### config.mk
export PLATFORM = sky130hd
export DESIGN_NAME = pll_lock_supervisor
export DESIGN_NICKNAME = d
export VERILOG_FILES = /design/src/rtl/pll_sup_pkg.sv /design/src/rtl/sync_2ff.sv /design/src/rtl/pll_lock_supervisor.sv
export SDC_FILE = /design/constraint.sdc
export NUM_CORES = 1
export LEC_CHECK = 0
export ABC_AREA = 1
export BUFFER_PORTS_ARGS = -buffer_cell sky130_fd_sc_hd__buf_2
export CAP_MARGIN = 20
export CORE_MARGIN = 5
export CORE_UTILIZATION = 40
export DETAILED_ROUTE_END_ITERATION = 8
export PLACE_DENSITY = 0.62
export REMOVE_ABC_BUFFERS = 1
export SETUP_SLACK_MARGIN = 0.15
export SLEW_MARGIN = 0
export SYNTH_ARGS = -nofsm -noshare
export SYNTH_HDL_FRONTEND = slang
export SYNTH_SLANG_ARGS = --single-unit
### constraint.sdc
create_clock -name clk -period 1.9 [get_ports clk]
set_clock_uncertainty 0.15 [all_clocks]
set_input_delay 0.285 -clock clk [delete_from_list [all_inputs] [get_ports clk]]
set_output_delay 0.285 -clock clk [all_outputs]
set_load 0.02 [all_outputs]
### src/rtl/pll_sup_pkg.sv
// rtl/pll_sup_pkg.sv - shared types and board defaults for the PLL lock supervisor
// Purpose: FSM state encoding, default cycle constants for the 27 MHz
//          reference clock, and the timer width helper.
// Ports:   none (package)
package pll_sup_pkg;

    typedef enum logic [1:0] {
        PLL_RST   = 2'd0,
        WAIT_LOCK = 2'd1,
        SETTLE    = 2'd2,
        RUN       = 2'd3
    } sup_state_t;

    // 27 MHz board defaults
    localparam int DEF_PLL_RST_CYCLES = 16;     // PLL reset pulse length
    localparam int DEF_LOCK_TIMEOUT   = 27000;  // 1 ms
    localparam int DEF_STABLE_CYCLES  = 2700;   // 100 us
    localparam int DEF_CNT_W          = 8;

    // One timer serves all three phases, so it is sized for the longest one.
    // Terminal compare is at N-1, so clog2(N) bits never wrap before it.
    function automatic int timer_width(input int a, input int b, input int c);
        int m;
        m = a;
        if (b > m) m = b;
        if (c > m) m = c;
        return ($clog2(m) < 1) ? 1 : $clog2(m);
    endfunction

endpackage

### src/rtl/sync_2ff.sv
// rtl/sync_2ff.sv - generic two-stage synchronizer
// Purpose: brings an asynchronous level into the clk domain.
// Ports:
//   clk  in          destination clock
//   rst  in          asynchronous active-high reset, clears both stages to 0
//   d    in  WIDTH   asynchronous input
//   q    out WIDTH   synchronized output, two clk edges behind d
module sync_2ff #(
    parameter int WIDTH = 1
) (
    input  logic             clk,
    input  logic             rst,
    input  logic [WIDTH-1:0] d,
    output logic [WIDTH-1:0] q
);

    logic [WIDTH-1:0] meta;

    always_ff @(posedge clk or posedge rst) begin
        if (rst) begin
            meta <= '0;
            q    <= '0;
        end else begin
            meta <= d;
            q    <= meta;
        end
    end

endmodule

### src/rtl/pll_lock_supervisor.sv
// rtl/pll_lock_supervisor.sv - rPLL reset sequencing and lock supervision
// Purpose: pulses the rPLL reset, waits for a stable lock, then releases the
//          core system reset; re-arms on lock loss and retries on timeout.
// Ports:
//   clk          in          27 MHz reference clock (same net as rPLL clkin)
//   reset        in          asynchronous active-high reset
//   pll_lock     in          rPLL LOCK, asynchronous to clk
//   soft_req     in          single-cycle request to restart the PLL sequence
//   pll_reset    out         to rPLL RESET, active-high
//   sys_reset    out         active-high core reset, low only in RUN
//   locked_ok    out         high only in RUN
//   state        out 2       current FSM state
//   loss_count   out CNT_W   lock losses seen in RUN, saturating
//   retry_count  out CNT_W   lock timeouts, saturating
module pll_lock_supervisor
    import pll_sup_pkg::*;
#(
    parameter int PLL_RST_CYCLES = DEF_PLL_RST_CYCLES,
    parameter int LOCK_TIMEOUT   = DEF_LOCK_TIMEOUT,
    parameter int STABLE_CYCLES  = DEF_STABLE_CYCLES,
    parameter int CNT_W          = DEF_CNT_W
) (
    input  logic             clk,
    input  logic             reset,
    input  logic             pll_lock,
    input  logic             soft_req,
    output logic             pll_reset,
    output logic             sys_reset,
    output logic             locked_ok,
    output logic [1:0]       state,
    output logic [CNT_W-1:0] loss_count,
    output logic [CNT_W-1:0] retry_count
);

    localparam int TW = timer_width(PLL_RST_CYCLES, LOCK_TIMEOUT, STABLE_CYCLES);
    localparam logic [TW-1:0] RST_LAST = TW'(PLL_RST_CYCLES - 1);
    localparam logic [TW-1:0] TO_LAST  = TW'(LOCK_TIMEOUT - 1);
    localparam logic [TW-1:0] ST_LAST  = TW'(STABLE_CYCLES - 1);

    sup_state_t    cur_state;
    logic [TW-1:0] timer;
    logic          lock_s;

    sync_2ff #(.WIDTH(1)) u_lock_sync (
        .clk (clk),
        .rst (reset),
        .d   (pll_lock),
        .q   (lock_s)
    );

    assign state = cur_state;

    // Outputs are assigned alongside each transition so they take their new
    // value on the same edge as the state they belong to.
    always_ff @(posedge clk or posedge reset) begin
        if (reset) begin
            cur_state   <= PLL_RST;
            timer       <= '0;
            pll_reset   <= 1'b1;
            sys_reset   <= 1'b1;
            locked_ok   <= 1'b0;
            loss_count  <= '0;
            retry_count <= '0;
        end else if (soft_req) begin
            // Restart overrides lock and timer events; counters untouched.
            cur_state <= PLL_RST;
            timer     <= '0;
            pll_reset <= 1'b1;
            sys_reset <= 1'b1;
            locked_ok <= 1'b0;
        end else begin
            case (cur_state)
                PLL_RST: begin
                    if (timer == RST_LAST) begin
                        cur_state <= WAIT_LOCK;
                        timer     <= '0;
                        pll_reset <= 1'b0;
                    end else begin
                        timer <= timer + TW'(1);
                    end
                end
                WAIT_LOCK: begin
                    if (lock_s) begin
                        cur_state <= SETTLE;
                        timer     <= '0;
                    end else if (timer == TO_LAST) begin
                        cur_state <= PLL_RST;
                        timer     <= '0;
                        pll_reset <= 1'b1;
                        if (retry_count != '1)
                            retry_count <= retry_count + CNT_W'(1);
                    end else begin
                        timer <= timer + TW'(1);
                    end
                end
                SETTLE: begin
                    // A dropout here is treated as a glitch, not a loss.
                    if (!lock_s) begin
                        cur_state <= WAIT_LOCK;
                        timer     <= '0;
                    end else if (timer == ST_LAST) begin
                        cur_state <= RUN;
                        timer     <= '0;
                        sys_reset <= 1'b0;
                        locked_ok <= 1'b1;
                    end else begin
                        timer <= timer + TW'(1);
                    end
                end
                RUN: begin
                    // Lock loss re-arms without resetting the PLL.
                    if (!lock_s) begin
                        cur_state <= WAIT_LOCK;
                        timer     <= '0;
                        sys_reset <= 1'b1;
                        locked_ok <= 1'b0;
                        if (loss_count != '1)
                            loss_count <= loss_count + CNT_W'(1);
                    end
                end
                default: begin
                    cur_state <= PLL_RST;
                    timer     <= '0;
                    pll_reset <= 1'b1;
                    sys_reset <= 1'b1;
                    locked_ok <= 1'b0;
                end
            endcase
        end
    end

endmodule
; Word-level counts from Yosys, hierarchy flattened
; Index checks and enable logic that the tools add are counted.
[word_totals]
regBits = 38
out_inout_bits = 21
[op_classes]
addsub = 3
n_eq_ne = 16
n_mux = 31
bitwise = 2
n_reduce_logical = 8
[ops]
columns = cell, count
row1 = $mux W15, 7
row2 = $pmux W15 S4, 1
row3 = $add A8 B1 Y8 const B, 2
row4 = $ne A8 B8 Y1 const B, 2
row5 = $reduce_and A4 Y1, 4
row6 = $add A15 B1 Y15 const B, 1
row7 = $eq A15 B12 Y1 const B, 1
row8 = $eq A15 B15 Y1 const B, 1
row9 = $eq A15 B4 Y1 const B, 1
row10 = $ne A3 B3 Y1 const B, 5
row11 = $mux W2, 7
row12 = $mux W1, 12
row13 = $pmux W2 S4, 1
row14 = $pmux W1 S2, 3
row15 = $reduce_bool A3 Y1, 2
row16 = $reduce_and A5 Y1, 1
row17 = $eq A2 B2 Y1 const B, 2
row18 = $ne A4 B3 Y1 const B, 1
row19 = $ne A4 B4 Y1 const B, 1
row20 = $ne A3 B2 Y1 const B, 1
row21 = $eq A2 B1 Y1 const B, 1
row22 = $logic_not A2 Y1, 1
row23 = $not A1 Y1, 2

; Logic depth before layout (Yosys ltp)
[logic_depth]
ltp_word = 5
depth_mapped = 13

; Hierarchy
; From an unflattened synthesis, not the netlist that was laid out.
[unflattened]
hier_cells = 326
area_unflattened_um2 = 2496.1
[modules_own_cells]
columns = mod, instances, cells_per_inst, area_each_um2, seq_area_each_um2
row1 = pll_lock_supervisor, 1, 323, 2442.3, 903.4
row2 = sync_2ff, 1, 3, 53.8, 50.0

; Worst setup path before layout
; No wires, ideal clock.
[synth_timing]
kind = reg2reg
startpoint = reg cur_state[1], in the netlist state[1]
endpoint = reg retry_count[2]
t_arrival_ns = 1.457
setup_slack_ns = 0.172
path_stages_with_launch = 9
path_buffers = 1
period_less_slack_ns = 1.728
path_cell_list = dfrtp_1 > inv_1 > ha_1 > inv_1 > nor2_1 > o211ai_4 > buf_6 > nand2_2 > o21ai_2
[synth_via]
elab_chain_cells = 2
[synth_lines]
columns = element, line
row1 = "start, declared", pll_lock_supervisor.sv:40  ; sup_state_t cur_state;
row2 = "start signal, assigned", pll_lock_supervisor.sv:57  ; cur_state <= PLL_RST;
row3 = "start signal, assigned", pll_lock_supervisor.sv:66  ; cur_state <= PLL_RST;
row4 = "start signal, assigned", pll_lock_supervisor.sv:75  ; cur_state <= WAIT_LOCK;
row5 = $eq A2 B1 Y1, pll_lock_supervisor.sv:72  ; case (cur_state)
row6 = $reduce_and A5 Y1 (no source line), -
row7 = "end signal, assigned", pll_lock_supervisor.sv:91  ; retry_count <= retry_count + CNT_W'(1);
row8 = "end, declared", pll_lock_supervisor.sv:32  ; output logic [CNT_W-1:0] retry_count
; Every way passes these cells.
; A chain may end at the register's enable or synchronous reset.

; Final worst setup path
[layout_timing]
startpoint = reg timer[1]
endpoint = reg timer[3]
[layout_via]
elab_chain_cells = 5
elab_cells_between_ends = 11
[layout_lines]
columns = element, line
row1 = "start, declared", pll_lock_supervisor.sv:41  ; logic [TW-1:0] timer;
row2 = "start signal, assigned", pll_lock_supervisor.sv:79  ; timer <= timer + TW'(1);
row3 = "start signal, assigned", pll_lock_supervisor.sv:93  ; timer <= timer + TW'(1);
row4 = "start signal, assigned", pll_lock_supervisor.sv:107  ; timer <= timer + TW'(1);
row5 = $add A15 B1 Y15 (tied with other cells), "pll_lock_supervisor.sv:79, pll_lock_supervisor.sv:93, pll_lock_supervisor.sv:107"
row6 = "$mux W15, on equally long branches", "pll_lock_supervisor.sv:101, pll_lock_supervisor.sv:86"
row7 = "$mux W15, on equally long branches", "pll_lock_supervisor.sv:98, pll_lock_supervisor.sv:83"
row8 = $pmux W15 S4 *, pll_lock_supervisor.sv:72
row9 = $mux W15 *, pll_lock_supervisor.sv:64  ; end else if (soft_req) begin
; Mark *: on every way between the ends. The rest lies on a longest branch, timed or not.

==> impl_metrics.env <==
export IMPL_synth_edf_count=0
export IMPL_syn2layout_area_growth_pct=27.79
export IMPL_yosysWarnings=0
export IMPL_setup_viol=0
export IMPL_synth_area_leaders="dfrtp_1 38%, nand2_1 13%, inv_1 8.3%"
export IMPL_total_power_w=0.002434
export IMPL_grt_pass1_wl_um=8921
export IMPL_cts_sinks=38
export IMPL_netlist_area_leader_share_pct=38.12
export IMPL_cts_tree="built"
export IMPL_slew_viol_final=0
export IMPL_async_flop_share_pct=100.0
export IMPL_layout_min_cycle_time_ps=1734
export IMPL_ios=25
export IMPL_antennaDiodeCount=0
export IMPL_synth_avg_cell_area_um2=7.503
export IMPL_crit_path_end_kind="register"
export IMPL_dpl_cell_area_um2=2603
export IMPL_dr_pass1_iters=4
export IMPL_clock_path_buffers=2
export IMPL_hp_class="input port to register"
export IMPL_seq_area_frac_synth_pct=40.34
export IMPL_antenna_found_initial=0
export IMPL_r2r_slack_ps=170
export IMPL_reg2regPathDepth=12
export IMPL_yosysUniqueCellTypes=26
export IMPL_relSlewSlack_pct=67.68
export IMPL_power_density_nw_per_um2=805.8
export IMPL_leakagePower_nw=1.642
export IMPL_route_detailed_drc=0
export IMPL_gp_congestion=0.8573
export IMPL_start_util_pct=40.64
export IMPL_whs_path_depth=3
export IMPL_drt_initial_drc_count=95
export IMPL_synth_ff_type="dfrtp_1"
export IMPL_fp_row_count=28
export IMPL_fp_dieH_um=86.87
export IMPL_port_buffers=24
export IMPL_max_cap_viol_count=0
export IMPL_final_layout_size_suffix_gt1_share_pct=30.98
export IMPL_clock_latency_ps=290
export IMPL_core_um2=5816
export IMPL_critPathMaxFanout=6
export IMPL_nNetsFinal=378
export IMPL_design_area_um2=3020
export IMPL_grt_max_degree=39
export IMPL_irDropWorstVdd_uv=500.3
export IMPL_path_clk_slew_ps=80
export IMPL_rsz0062_at_grt="true"
export IMPL_drt_total_wl_um=5295
export IMPL_grt_pass1_vias=1978
export IMPL_vias=2114
export IMPL_finalHoldViolCount=0
export IMPL_cts_root_buffer="clkbuf_8"
export IMPL_cp_data_required_time_ps=1940
export IMPL_numCtsBuffers=5
export IMPL_ys_seq_elements=38
export IMPL_die_w_um=86.87
export IMPL_grt_overflow=0
export IMPL_min_to="pll_reset$_DFFE_PP1P_"
export IMPL_r2r_end="timer[3]$_DFFE_PP0N_"
export IMPL_finalCritPeriodShare_pct=91.26
export IMPL_dp_hpwl_um=3505
export IMPL_wire_per_inst_um=11.95
export IMPL_status="finished clean"
export IMPL_fmax_ghz=0.5767
export IMPL_h_tree_depth=2
export IMPL_r2r_start="timer[1]$_DFFE_PP0N_"
export IMPL_hp_start="soft_req"
export IMPL_viasPerCell=4.772
export IMPL_design_die_area_um2=7546
export IMPL_critPathArrivalTime_ps=1780
export IMPL_hold_ws_ps=183.9
export IMPL_ant_nets=0
export IMPL_synth_area_um2=2364
export IMPL_cp_start_kind="register"
export IMPL_crit_type="register to register"
export IMPL_grt_util_all_layers_pct=14.69
export IMPL_fin_setup_tns_ps=0
export IMPL_netlist_instances=315
export IMPL_yosysTopAreaCell="dfrtp_1"
export IMPL_worst_pin_slew_ps=484.8
[timing repair]
action	4_1_cts	5_1_grt
setup endpoints to repair	22	31
hold endpoints to repair	37	0
pin swaps	2	12
cloned	2	0
setup buffers	2	11
hold buffers	2	0
resized for setup	11	35
[kinds of logic (layout without fill, tap and decap cells)]
group                    Yosys count  after routing  synth area share [%]
AND/OR/NAND/NOR                  169            170                 31.45
buffers and inverters             60            111                 10.38
flip-flops                        38             38                 40.34
XOR/XNOR                          21             21                 7.782
AO/OA/AOI/OAI                     20             21                 6.352
adder cells (fa/ha/maj)            7              7                 3.705
[through the flow]
step / setup WS (ps) / util, % / instances
after floorplan: 99.06 / - / 311
after global placement: 66.50 / 44.75 / 418
after detailed placement: 3.472 / 44.75 / 418
after CTS: 150.1 / 48.58 / 432
after global routing: 62.09 / 51.94 / 443
final: 166.0 / 51.94 / 443
[flip-flops by register name, indices dropped and copies added, names as in the netlist]
signal	cells
locked_ok	1
loss_count	8
state	2
u_lock_sync.meta	1
retry_count	8
timer	15
u_lock_sync.q	1
pll_reset	1
sys_reset	1
[layer usage]
layer | GRT usage, % | routed length (µm) | vias up
li1 | - | - | 1073
met1 | 18.76 | 2480 | 990
met2 | 24.36 | 2512 | 41
met3 | 3.974 | 210 | 10
met4 | 4.108 | 90 | 0
met5 | 0 | 0 | -
[cell type report]
class | count | area, µm²
sequential | 38 | 957.2
inverter | 56 | 212.7
clock inverter | 1 | 30.03
multi-input combinational | 219 | 1343
fill | 581 | 2795
tap | 75 | 93.84
clock buffer | 7 | 86.33
timing repair buffer | 47 | 297.8
[layout by cell type, fill, tap and decap left out, types with 5 or more instances in the layout]
cell,synthesis,routed
nand2_1,85,74
inv_1,52,50
dfrtp_1,36,33
nor2_1,36,27
buf_2,1,24
buf_4,1,21
nand3_1,20,19
nand2_2,8,15
xnor2_1,11,11
nor2_2,3,10
xor2_1,10,10
o21ai_2,8,7
clkbuf_8,0,6
inv_2,4,5
ha_1,7,5
[power breakdown]
part	internal (W)	switching, W	leakage [nW]
sequential	0.000915	0.0000964	0.497
combinational	0.000282	0.000419	1.09
clock	0.000428	0.000293	0.0585
total	0.00163	0.000809	1.64
[cells in the mapped netlist, types with 2 or more instances]
| cell | n |
|---|---|
| buf_6 | 2 |
| dfstp_2 | 2 |
| inv_1 | 52 |
| o21ai_0 | 7 |
| or2_2 | 2 |
| a21oi_1 | 3 |
| nor3_1 | 4 |
| nand2_2 | 8 |
| nand3b_1 | 3 |
| dfrtp_1 | 36 |
| xor2_1 | 10 |
| nand2_1 | 85 |
| xnor2_1 | 11 |
| nand3_1 | 20 |
| ha_1 | 7 |
| inv_2 | 4 |
| nor2_2 | 3 |
| nor2_1 | 36 |
| nand3_2 | 3 |
| o21ai_2 | 8 |
| nand4_1 | 4 |
[critical path: stages (launching register included)]
cell,delay (ps)
dfrtp_1,400
ha_4,180
nand2_4,60
inv_4,90
nand2_2,60
nor2_2,90
nand2_2,100
nand2_2,80
nand2_2,60
nand2_4,100
nand3_4,130
nand2_2,90
inv_1,40
[worst max path at each step]
stage / slack [ps] / start / depth (start not counted) / endpoint
after global placement: 70 / timer[0]$_DFFE_PP0N_ / 12 / timer[14]$_DFFE_PP0N_
after floorplan: 100 / state[0]$_DFFE_PP0P_ / 9 / timer[8]$_DFFE_PP0N_
final: 170 / timer[1]$_DFFE_PP0N_ / 12 / timer[3]$_DFFE_PP0N_
after global routing: 60 / timer[1]$_DFFE_PP0N_ / 12 / timer[3]$_DFFE_PP0N_
after detailed placement: 3 / timer[0]$_DFFE_PP0N_ / 12 / timer[14]$_DFFE_PP0N_
after CTS: 150 / timer[1]$_DFFE_PP0N_ / 12 / timer[2]$_DFFE_PP0N_
(Power assumes the default switching activity.)
